[src/rtl/instr_encoder.sv]
// Instruction encoder: packs operation requests into 32-bit instruction
// words and streams them into instruction memory at consecutive addresses,
// starting from a base address latched on start.
module instr_encoder #(
  parameter int ADDR_WIDTH     = 8,
  parameter int REG_ADDR_WIDTH = 5
) (
  input  logic                      clk,
  input  logic                      reset,
  input  logic                      start,
  input  logic [ADDR_WIDTH-1:0]     base_addr,
  input  logic                      in_valid,
  output logic                      in_ready,
  input  logic [2:0]                in_alu_op,
  input  logic                      in_nop,
  input  logic [REG_ADDR_WIDTH-1:0] in_rd,
  input  logic [REG_ADDR_WIDTH-1:0] in_rs1,
  input  logic [REG_ADDR_WIDTH-1:0] in_rs2,
  input  logic                      in_last,
  output logic                      mem_wr_en,
  output logic [ADDR_WIDTH-1:0]     mem_addr,
  output logic [31:0]               mem_wdata,
  input  logic                      mem_ready,
  output logic                      busy,
  output logic                      done,
  output logic [ADDR_WIDTH:0]       count,
  output logic                      overflow
);

  typedef enum logic [1:0] {
    S_IDLE   = 2'd0,
    S_ACCEPT = 2'd1,
    S_WRITE  = 2'd2,
    S_DONE   = 2'd3
  } state_t;

  localparam logic [ADDR_WIDTH-1:0] ADDR_MAX = '1;
  localparam logic [ADDR_WIDTH-1:0] ADDR_ONE = ADDR_WIDTH'(1);
  localparam logic [ADDR_WIDTH:0]   CNT_ONE  = (ADDR_WIDTH + 1)'(1);
  localparam logic [5:0]            OP_NOP   = 6'b111111;

  // Instruction format: opcode | rd | rs1 | rs2 | 11 zero bits.
  // A NOP keeps its register fields so the word is still traceable.
  function automatic logic [31:0] encode_word(
    input logic                      nop,
    input logic [2:0]                op,
    input logic [REG_ADDR_WIDTH-1:0] rd,
    input logic [REG_ADDR_WIDTH-1:0] rs1,
    input logic [REG_ADDR_WIDTH-1:0] rs2
  );
    logic [5:0] opcode;
    opcode = nop ? OP_NOP : {3'b000, op};
    return {opcode, rd, rs1, rs2, 11'b0};
  endfunction

  state_t                state_q, state_d;
  logic                  in_ready_q, in_ready_d;
  logic                  mem_wr_en_q, mem_wr_en_d;
  logic [ADDR_WIDTH-1:0] mem_addr_q, mem_addr_d;
  logic [31:0]           mem_wdata_q, mem_wdata_d;
  logic                  busy_q, busy_d;
  logic                  done_q, done_d;
  logic [ADDR_WIDTH:0]   count_q, count_d;
  logic                  overflow_q, overflow_d;
  logic                  last_q, last_d;

  // Next-state and next-output logic; flag outputs are derived from the next
  // state so they are registered and line up with the state they describe.
  always_comb begin
    state_d     = state_q;
    mem_addr_d  = mem_addr_q;
    mem_wdata_d = mem_wdata_q;
    count_d     = count_q;
    overflow_d  = overflow_q;
    last_d      = last_q;

    case (state_q)
      S_IDLE: begin
        if (start) begin
          mem_addr_d = base_addr;
          count_d    = '0;
          overflow_d = 1'b0;
          state_d    = S_ACCEPT;
        end
      end
      S_ACCEPT: begin
        if (in_valid && in_ready_q) begin
          mem_wdata_d = encode_word(in_nop, in_alu_op, in_rd, in_rs1, in_rs2);
          last_d      = in_last;
          state_d     = S_WRITE;
        end
      end
      S_WRITE: begin
        if (mem_ready) begin
          count_d = count_q + CNT_ONE;
          if (last_q) begin
            state_d = S_DONE;
          end else if (mem_addr_q == ADDR_MAX) begin
            // Top of memory reached with more words pending: stop, never wrap.
            overflow_d = 1'b1;
            state_d    = S_DONE;
          end else begin
            mem_addr_d = mem_addr_q + ADDR_ONE;
            state_d    = S_ACCEPT;
          end
        end
      end
      default: begin
        state_d = S_IDLE;
      end
    endcase

    in_ready_d  = (state_d == S_ACCEPT);
    mem_wr_en_d = (state_d == S_WRITE);
    busy_d      = (state_d != S_IDLE);
    done_d      = (state_d == S_DONE);
  end

  // State and output registers; reset is asynchronous so a pending write
  // strobe drops immediately.
  always_ff @(posedge clk or posedge reset) begin
    if (reset) begin
      state_q     <= S_IDLE;
      in_ready_q  <= 1'b0;
      mem_wr_en_q <= 1'b0;
      mem_addr_q  <= '0;
      mem_wdata_q <= '0;
      busy_q      <= 1'b0;
      done_q      <= 1'b0;
      count_q     <= '0;
      overflow_q  <= 1'b0;
      last_q      <= 1'b0;
    end else begin
      state_q     <= state_d;
      in_ready_q  <= in_ready_d;
      mem_wr_en_q <= mem_wr_en_d;
      mem_addr_q  <= mem_addr_d;
      mem_wdata_q <= mem_wdata_d;
      busy_q      <= busy_d;
      done_q      <= done_d;
      count_q     <= count_d;
      overflow_q  <= overflow_d;
      last_q      <= last_d;
    end
  end

  assign in_ready  = in_ready_q;
  assign mem_wr_en = mem_wr_en_q;
  assign mem_addr  = mem_addr_q;
  assign mem_wdata = mem_wdata_q;
  assign busy      = busy_q;
  assign done      = done_q;
  assign count     = count_q;
  assign overflow  = overflow_q;

endmodule
[config.mk]
export PLATFORM = sky130hd
export DESIGN_NAME = instr_encoder
export DESIGN_NICKNAME = d
export VERILOG_FILES = /design/src/rtl/instr_encoder.sv
export SDC_FILE = /design/constraint.sdc
export NUM_CORES = 1
export LEC_CHECK = 0
export ABC_AREA = 1
export CAP_MARGIN = 25
export CORE_MARGIN = 5
export CORE_UTILIZATION = 30
export DETAILED_ROUTE_END_ITERATION = 10
export GPL_TIMING_DRIVEN = 0
export HOLD_SLACK_MARGIN = 0.15
export SLEW_MARGIN = 20
export SYNTH_ARGS = -nofsm -noshare
export SYNTH_HDL_FRONTEND = slang
export SYNTH_SLANG_ARGS = --single-unit
[constraint.sdc]
create_clock -name clk -period 3.2 [get_ports clk]
set_input_delay 0.64 -clock clk [delete_from_list [all_inputs] [get_ports clk]]
set_output_delay 0.64 -clock clk [all_outputs]
set_load 0.05 [all_outputs]
**Word-level counts from Yosys, hierarchy flattened**

Cells that the tools add are included.

- Bits in registers: 46
- Input port bits: 33
- Output and inout port bits: 54
- Word-level logic and storage cells: 51

- Add/subtract/negate cells: 2
- Equality and inequality tests: 11
- Mux-type cells: 20
- Reduce and logical (&&, ||, !) cells: 8

Operators by type and width:

| kind | count |
|---|---|
| 2-to-1 mux 8 bit | 4 |
| 2-to-1 mux 9 bit | 2 |
| one-hot mux 9 bit (2 select lines) | 1 |
| one-hot mux 8 bit (2 select lines) | 1 |
| 2-to-1 mux 2 bit | 5 |
| != test 2 bit, second input constant | 5 |
| AND reduction 5 bit | 2 |
| adder 9 x 1 -> 9 bit, second input constant | 1 |
| adder 8 x 1 -> 8 bit, second input constant | 1 |
| == test 8 bit, second input constant | 1 |
| == test 2 bit, second input constant | 3 |
| 2-to-1 mux 6 bit | 1 |
| one-hot mux 2 bit (3 select lines) | 1 |
| == test 2 x 1 -> 1 bit, second input constant | 2 |
| 2-to-1 mux 1 bit | 4 |
| nonzero test 2 bit | 2 |
| AND reduction 3 bit | 1 |
| logical NOT 2 bit | 1 |
| one-hot mux 1 bit (2 select lines) | 1 |
| AND reduction 2 bit | 1 |
| logical AND 1 bit | 1 |

**Logic depth before layout (Yosys ltp)**

Gate-level depths: netlist of the first run.

- Word-level depth: 6
- Gate-level depth with buffers: 9
- Gate-level depth less buffers: 8

**Least setup slack after synthesis of the first run**

OpenSTA, ideal clock, no wires.

- Path type: register -> register
- Start: register mem_addr_q[0] (netlist: mem_addr[0])
- End: register mem_addr_q[5] (netlist: mem_addr[5])
- Setup time: 118 ps
- Arrival: 1669 ps
- Data required time: 3082 ps
- Setup slack: 1413 ps
- Cell stages (with the launch flop): 10
- Path buffers: 1
- Period minus slack after synthesis: 1787 ps
- Cell sequence: dfrtp_1 ha_1 nand2_1 nor2_1 nand3_1 nand2_2 buf_6 nor2_1 nand2_1 nand2_1

- Cells in the longest elaborated chain, start to end: 5
- Elaborated cells on any way between the ends: 8
- Those cells by class: add/sub (1); eq/ne (2); mux (4); reduce/logical (1)

RTL lines:

| item | line | text |
|---|---|---|
| from (decl) | 59 | `logic [ADDR_WIDTH-1:0] mem_addr_q, mem_addr_d;` |
| from (signal assigned) | 137 | `mem_addr_q <= mem_addr_d;` |
| adder 8 x 1 -> 8 bit | 103 | `mem_addr_d = mem_addr_q + ADDR_ONE;` |
| 2-to-1 mux 8 bit | 98 | `end else if (mem_addr_q == ADDR_MAX) begin` |
| 2-to-1 mux 8 bit | 96 | `if (last_q) begin` |
| 2-to-1 mux 8 bit | 94 | `if (mem_ready) begin` |
| one-hot mux 8 bit (2 select lines) | 77 | `case (state_q)` |

Several ways; a longest one is shown, not always the timed one. The select of a mux whose other input is x is not followed.
A chain may end at the register's enable or synchronous reset.

==> run summary, run 1 <==
The worst clock skew on the final layout came out at 0.00534 ns. The final net count came out at 391. In the final routed layout, each cell accounts on average for ~12 um.

The pin count of the biggest net entering global routing came out at 33. The initial antenna violation count is 0. In the routed layout, each cell is associated on average with a via count of between 4 and 5. For this run, the leading register cell type out of synthesis is sky130_fd_sc_hd__dfrtp_1. The mean instance size in the synthesized netlist is slightly below 9 um^2.

The async set or reset register ratio after synthesis is 100%. The fraction of layout cells with a size suffix above 1 is between 10% and 20%. The beginning of the worst register-to-register path is mem_addr[0]. The leakage dissipation came out at ~1.6 nW. The post-synthesis cell count is roughly 260. The global-route usage over all layers is a little under an eighth. The worst hold path was traced through 2 stages. The number of antenna-violating nets in the routed design is 0. Synthesis inferred between 40 and 50 register bits. The insertion delay to the later sink of the worst-skew pair is ~0.30 ns. The quantity of gates resized following cts is 0. In this run the cell area of the synthesized design comes to between 0.002 and 0.0025 mm^2. Setup repair after global routing left no endpoint under its margin. For this run, the slowest stage of the critical path takes 0.79 ns.

The part of the Yosys area used for sequential elements is between 40% and 50%. The sum of negative setup slack came out at 0 ns. The initial standard-cell utilization of the core is 30.2%. Of all cell types, the one taking the most synthesized area is sky130_fd_sc_hd__dfrtp_1. The deepest clock path buffer count is 2.

The final route contains 1987 vias. The post-route DRC violation count is 0. The number of unique standard cell types used by synthesis is 24. The area of the multi-input gates came out at ~0.001 mm^2. The number of diodes came out at 0. Relative to the synthesized area, the layout overhead comes to 45.6%.

The shortest clock period the worst path allows after layout is ~2.3 ns. The global-route wire length before repair came out at between 9000 and 10000 um. Power spread over the standard cell area amounts to 1010 mW/mm^2. The hold violation total from the final report was 0. The weighted congestion at the end of routability-driven global placement came out at approximately 0.79. The number of global-route vias before repair is approximately 2000. The first routing iteration left 88 violations. STA classifies the critical path endpoint as an output port. The number of hold buffers added after CTS was 0. The worst flop-to-flop path endpoint is mem_addr[6]. The number of top-level pins is a little under 90. The maximum fanout encountered on the critical timing path is 4. The actual transition at the worst max-transition pin came out at between 0.5 and 0.6 ns.

The die is around 98 um tall. The clock buffer count from CTS came out at 5. Of the available clock period, the critical path in the final layout requires a little under three quarters. Grouping stages by cell kind, the critical path spends the most delay in buffers and inverters. The H-tree generated during clock tree synthesis spans 2 levels. The number of flops mapped to enable cells by yosys is 0.

The depth of the worst register-to-register path is 9. CTS placed an instance of sky130_fd_sc_hd__clkbuf_8 at the clock tree root. The tightest slew margin relative to the limit came out at 65.1%. The clock edge transition at the registers on the reported setup and hold paths is roughly 0.080 ns. The area share of the leading cell type in the synthesized netlist is a little under half. TritonCTS built the clock tree. The max-slew violation count came out at 0. The area of the die came out at about 0.0095 mm^2.

The data arrival time of the worst path came out at 1.63 ns. The row count is 32. The area inside the core boundary came out at between 0.007 and 0.008 mm^2. The buffer and inverter count on the worst path is 2. Detailed placement finished with a half-perimeter wire length of 4280 um. The worst min-delay path startpoint is mem_wdata[28]. The residual overflow from global routing is 0. IR analysis of the VDD net gives a maximum drop of roughly 0.59 mV. The count of synthesis-stage warnings from yosys came out at 0. The library cell contributing the largest single delay on the critical path is sky130_fd_sc_hd__clkdlybuf4s50_1.

By area the synthesized netlist is led by sky130_fd_sc_hd__dfrtp_1 (48%), sky130_fd_sc_hd__nand2_1 (14%), sky130_fd_sc_hd__mux2_4 (8.5%). Across the run, the number of max-cap violations was 0. The signal on the critical path passes through buf_4, clkdlybuf4s50_1. The count of filler cells inserted in the layout came out at around 760. The worst hold path belongs to the class flip-flop to flip-flop. The data required time of the critical path came out at roughly 2.6 ns.

The reg-to-reg setup timing slack is 1.55 ns. Setup violations remaining at the end of the flow were counted as 0. The flow ran to the end, and the final reports show no timing, DRC or antenna violations. The area taken by flip-flops and latches is 0.00110 mm^2. The floorplan die width is 97.5 um. The total chip power came out at about 0.0034 W.

The path with the worst hold slack has its endpoint at mem_wdata[28]. The total routed wirelength came out at 5540 um. The final non-filler cell area is between 0.003 and 0.004 mm^2. The post-place instance area came out at between 0.003 and 0.004 mm^2. The number of clock sinks seen by CTS came out at between 40 and 50.

Hold timing on the final database bottoms out at a slack of 0.497 ns. The quantity of I/O buffers inserted on ports came out at 75. The worst setup path is launched from a flip-flop. The post-CTS setup buffer count is 0.

The highest clock rate is around 0.44 GHz. The detailed-routing iteration count for the pre-antenna-repair pass came out at 4. The worst setup path is of the flip-flop to output port kind.
sequential cells by signal, indices dropped and copies added (netlist names), 2 cells and up:
signal	count
mem_addr	8
state_q	2
count	9
mem_wdata	19
cell usage after synthesis (4+ instances only):
cell type                 number
sky130_fd_sc_hd__o21ai_1       6
sky130_fd_sc_hd__mux2_4       13
sky130_fd_sc_hd__nand3_1      19
sky130_fd_sc_hd__buf_4        14
sky130_fd_sc_hd__o21ai_0       5
sky130_fd_sc_hd__nand2_1      85
sky130_fd_sc_hd__inv_1        18
sky130_fd_sc_hd__dfrtp_1      44
sky130_fd_sc_hd__nor2_1       25
sky130_fd_sc_hd__mux2_1        4
sky130_fd_sc_hd__nand4_1       4
sky130_fd_sc_hd__a21oi_1       5
sky130_fd_sc_hd__inv_2         4
worst reg2reg max path: stages (launching register included):
cell                      delay (ns)
sky130_fd_sc_hd__dfrtp_1        0.42
sky130_fd_sc_hd__ha_1           0.23
sky130_fd_sc_hd__nand2_1        0.10
sky130_fd_sc_hd__nor2_1         0.20
sky130_fd_sc_hd__nand3_1        0.18
sky130_fd_sc_hd__nand2_2        0.13
sky130_fd_sc_hd__buf_6          0.15
sky130_fd_sc_hd__nor2_1         0.05
sky130_fd_sc_hd__nand2_1        0.05
sky130_fd_sc_hd__nand2_1        0.04
stage by stage:
step                std cells  worst slack [ns]  utilization, %
global placement          450             0.499            42.2
CTS                       459             0.904            44.0
finish                    459             0.926            44.0
global route              459             0.863            44.0
detailed placement        451              1.18            42.5
floorplan                 273              1.41               -
how the worst max path moves through the flow:
| stage | startpoint | endpoint | slack, ns | cells past startpoint |
|---|---|---|---|---|
| after floorplan | mem_addr[0] | mem_addr[5] | 1.41 | 9 |
| after global placement | reset | count[6] | 0.50 | 2 |
| after detailed placement | in_valid | mem_wdata[23] | 1.18 | 4 |
| after CTS | mem_wdata[30] | mem_wdata[31] | 0.90 | 2 |
| after global routing | mem_wdata[30] | mem_wdata[31] | 0.86 | 2 |
| final | mem_wdata[30] | mem_wdata[31] | 0.93 | 2 |
area by class of cell:
cell class              instances  area share [%]
inverters                      22            2.47
well taps                     102            3.82
flip-flops and latches         44            32.9
multi-input cells             189            30.3
clock inverters                 3            1.27
plain buffers                  18            4.12
clock buffers                   5            2.06
repair buffers                 76            23.0
cell usage in the layout (no fill, tap or decap):
cell,n
sky130_fd_sc_hd__nor2_1,25
sky130_fd_sc_hd__nand2_1,85
sky130_fd_sc_hd__clkdlybuf4s50_1,75
sky130_fd_sc_hd__inv_1,17
sky130_fd_sc_hd__clkinvlp_4,1
sky130_fd_sc_hd__mux2_4,13
sky130_fd_sc_hd__buf_12,1
sky130_fd_sc_hd__clkinv_2,1
sky130_fd_sc_hd__nor2_4,2
sky130_fd_sc_hd__a21oi_1,5
sky130_fd_sc_hd__buf_6,2
sky130_fd_sc_hd__mux2_1,4
sky130_fd_sc_hd__nand3_1,19
sky130_fd_sc_hd__bufinv_16,1
sky130_fd_sc_hd__ha_1,2
sky130_fd_sc_hd__or2_2,1
sky130_fd_sc_hd__nand3_2,2
sky130_fd_sc_hd__nand4_4,1
sky130_fd_sc_hd__clkbuf_8,5
sky130_fd_sc_hd__nor3_1,1
sky130_fd_sc_hd__o21ai_1,6
sky130_fd_sc_hd__nand2_2,2
sky130_fd_sc_hd__inv_2,5
sky130_fd_sc_hd__conb_1,11
sky130_fd_sc_hd__dfrtp_1,44
sky130_fd_sc_hd__nor2_2,1
sky130_fd_sc_hd__buf_2,2
sky130_fd_sc_hd__nand4_1,4
sky130_fd_sc_hd__buf_4,14
sky130_fd_sc_hd__o21ai_0,5
kinds of logic after synthesis:
kind of cell | after synthesis | synth area share [%]
AO/OA/AOI/OAI | 16 | 3.49
adder cells (fa/ha/maj) | 2 | 1.09
buffers and inverters | 40 | 9.59
flip-flops | 44 | 47.9
multiplexers | 17 | 10.5
other | 1 | 0.163
AND/OR/NAND/NOR | 143 | 27.3
metal layers:
metal  global-route usage (%)  wire [um]  vias to the layer above
li1                         -          -                      999
met1                     14.4       2370                      907
met2                     18.6       2520                       74
met3                     5.60        586                        7
met4                     3.30         59                        0
met5                        0          0                        -
power by group:
group / internal [W] / switching (W)
combinational: 0.000724 / 0.00125
clock: 0.000231 / 0.000201
sequential: 0.000776 / 0.000184
total: 0.00173 / 0.00164
Note: power is estimated with default switching activity, not from simulation.
==> run 2, diff against run 1 <==
==> constraint.sdc (replaced) <==
create_clock -name clk -period 1.9 [get_ports clk]
set_input_delay 0.38 -clock clk [delete_from_list [all_inputs] [get_ports clk]]
set_output_delay 0.38 -clock clk [all_outputs]
set_load 0.05 [all_outputs]
==> run summary, run 2 (synthesis results as in run 1) <==
The kind of start point of the critical path is a flip-flop (unchanged). The clock edge transition at the registers on the reported setup and hold paths is 0.08 ns (about the same). The wire length per cell after detailed routing was 12.0 um (was 12.1 um). The buffer and inverter count on the worst path came out at 1 (was 2).

The clock tree from TritonCTS is done (unchanged). The row count came out at 32 (unchanged). The post-CTS setup buffer count is 0 (unchanged).

The sum of negative setup slack came out at 0 ns (unchanged). The highest clock rate came out at 0.540 GHz. The shortest clock period the worst path allows after layout came out at between 1.5 and 2 ns. The leakage dissipation is 1.79 nW (was 1.61 nW). The number of diodes came out at 0 (unchanged). The post-route DRC violation count is 0 (unchanged). The layout overhead on the synthesized area came out at 45.6% (about the same). The detailed-routing iteration count for the pre-antenna-repair pass came out at 4 (unchanged).

The floorplan die width is 97.5 um (unchanged). The maximum level of the CTS H-tree was 2 (unchanged). The starting DRC count in detailed routing came out at 87 (was 88). The initial standard-cell utilization of the core came out at 30.2% (unchanged).

The floorplan die height is 97.5 um (unchanged). The weighted congestion at the end of routability-driven global placement is 0.792 (unchanged). The maximum fanout encountered on the critical timing path is 2 (was 4). The number of vias in the routed layout was 1988 (was 1987). The area inside the core boundary came out at 0.00761 mm^2 (unchanged).

The average vias per placed instance was 4.33 (about the same). The number of clock sinks seen by CTS is 44 (unchanged). The hold violation total from the final report is 0 (unchanged). The actual transition at the worst max-transition pin is 0.524 ns (was 0.522 ns).

The power per cell area came to 1660 mW/mm^2 (was 1010 mW/mm^2). The final non-filler cell area came out at 0.00335 mm^2 (was 0.00334 mm^2). The deepest clock path buffer count is 2 (unchanged). The category of the worst setup path capture point is an output port (unchanged). The residual overflow from global routing came to 0 (unchanged). The insertion delay to the later sink of the worst-skew pair is 0.30 ns (about the same). The global-route wire length before repair came out at 9230 um (was 9210 um).

The pin count of the biggest net entering global routing came out at 33 (unchanged). The global-route usage over all layers is 11.8% (about the same). The worst IR drop on VDD came out at 0.967 mV (was 0.593 mV).

The total chip power came out at 0.00555 W (was 0.00337 W). The area of the die came out at 0.00951 mm^2 (unchanged). The cell type group with the largest total delay on the critical path is buffers and inverters (unchanged). The quantity of I/O buffers inserted on ports came to 75 (unchanged). The data required time of the critical path is 1.52 ns (was 2.56 ns). The total routed wirelength was 5530 um (was 5540 um). The initial antenna violation count came out at 0 (unchanged). The class of the tightest hold or removal check is primary input to async pin (was flip-flop to flip-flop). The library cell contributing the largest single delay on the critical path is sky130_fd_sc_hd__clkdlybuf4s50_1 (unchanged).

The count of hold buffers inserted by post-cts repair is 0 (unchanged). The clock buffer count from CTS is 5 (unchanged). The number of global-route vias before repair is 1948 (was 1945). The data arrival time of the worst path is 1.47 ns (was 1.63 ns). Run status: finished clean (unchanged).

The post-route worst hold slack is 0.345 ns (was 0.497 ns). Setup repair after global routing missed its margin: false (unchanged). Of the available clock period, the critical path in the final layout requires a little over nine tenths.

Cells along the critical path: clkdlybuf4s50_1 (was buf_4, clkdlybuf4s50_1). The leading cell type in the layout, fill and taps excluded is sky130_fd_sc_hd__nand2_1 (unchanged). The HPWL after detailed placement came out at 4280 um (unchanged). Most frequent cells in the layout: sky130_fd_sc_hd__nand2_1 (85), sky130_fd_sc_hd__dfrtp_1 (44), sky130_fd_sc_hd__clkdlybuf4s50_1 (43) (was sky130_fd_sc_hd__nand2_1 (85), sky130_fd_sc_hd__clkdlybuf4s50_1 (75), sky130_fd_sc_hd__dfrtp_1 (44)). The max-slew violation count is 0 (unchanged). The post-place instance area came out at 0.00323 mm^2 (unchanged). The fraction of layout cells with a size suffix above 1 is 15.1% (unchanged). The count of filler cells inserted in the layout came out at 771 (was 761). The total of endpoints with negative setup slack in the final report is 0 (unchanged). The final net count is 391 (unchanged).

The number of antenna-violating nets in the routed design is 0 (unchanged). The worst setup path category is flip-flop to output port (unchanged). The number of flip-flops under the largest register name is 19 (unchanged). The count of maximum capacitance violations came out at 0 (unchanged). The tightest slew margin relative to the limit is 65.0% (was 65.1%).

The clock root buffer is sky130_fd_sc_hd__clkbuf_8 (unchanged). The number of top-level pins came to 87 (unchanged). The maximum cell stage delay along the critical path is 0.81 ns (was 0.79 ns).

The quantity of gates resized following cts is 21 (was 0). The worst clock skew on the final layout is 0.00519 ns (was 0.00534 ns).
run 2: cell types whose count changed in the layout (fill, tap and decap cells not counted), sizes merged:
cell / delta
clkdlybuf4s50: -32
dlygate4sd2: +21
dlymetal6s2s: +11
run 2: power by group:
group	leakage, nW	internal, W	switching, W
Combinational	1.18	0.00111	0.00211
Clock	0.0541	0.000389	0.000336
Sequential	0.553	0.00131	0.000300
Total	1.79	0.00281	0.00274
run 2: layout make-up:
type                       count  area (um^2)  share of cell area (%)
buffer                        18          138                    4.11
clock buffer                   5         68.8                    2.06
clock inverter                 3         42.5                    1.27
inverter                      22         82.6                    2.47
multi-input combinational    189         1010                    30.3
sequential                    44         1100                    32.9
tap                          102          128                    3.81
timing repair buffer          76          772                    23.1
run 2: routing by layer:
metal | wire (um) | global-route usage, % | up-vias
li1 | - | - | 999
met1 | 2380 | 14.4 | 916
met2 | 2540 | 18.6 | 66
met3 | 551 | 5.67 | 7
met4 | 59 | 3.30 | 0
met5 | 0 | 0 | -
run 2: final timing paths:
check	startpoint	slack, ns	endpoint	cells after the start
setup / recovery	mem_wdata[23]	0.05	mem_wdata[23]	1
hold / removal	reset	0.35	mem_wdata[25]	2
setup reg to reg	mem_addr[0]	0.26	mem_addr[6]	9
min in group clk	mem_wdata[28]	0.49	mem_wdata[28]	2
hold reg to reg	mem_wdata[28]	0.49	mem_wdata[28]	2
max in group asynchronous	reset	1.08	mem_wdata[18]	3
run 2: through the flow:
stage	setup WS [ns]	cells	utilization, %
global placement	-0.541	450	42.2
floorplan	0.113	273	-
finish	0.0484	459	44.0
global route	0.00372	459	44.0
CTS	0.0201	459	43.6
detailed placement	0.137	451	42.5
==> run 3, diff against run 2 <==
--- a/config.mk
+++ b/config.mk
@@ -9,6 +9,7 @@
 export CAP_MARGIN = 25
 export CORE_MARGIN = 5
 export CORE_UTILIZATION = 30
+export CTS_BUF_LIST = sky130_fd_sc_hd__clkbuf_4 sky130_fd_sc_hd__clkbuf_8
 export DETAILED_ROUTE_END_ITERATION = 10
 export GPL_TIMING_DRIVEN = 0
 export HOLD_SLACK_MARGIN = 0.15
==> results of run 3 <==
Final layout, timing and power as in run 2 (identical DEF).
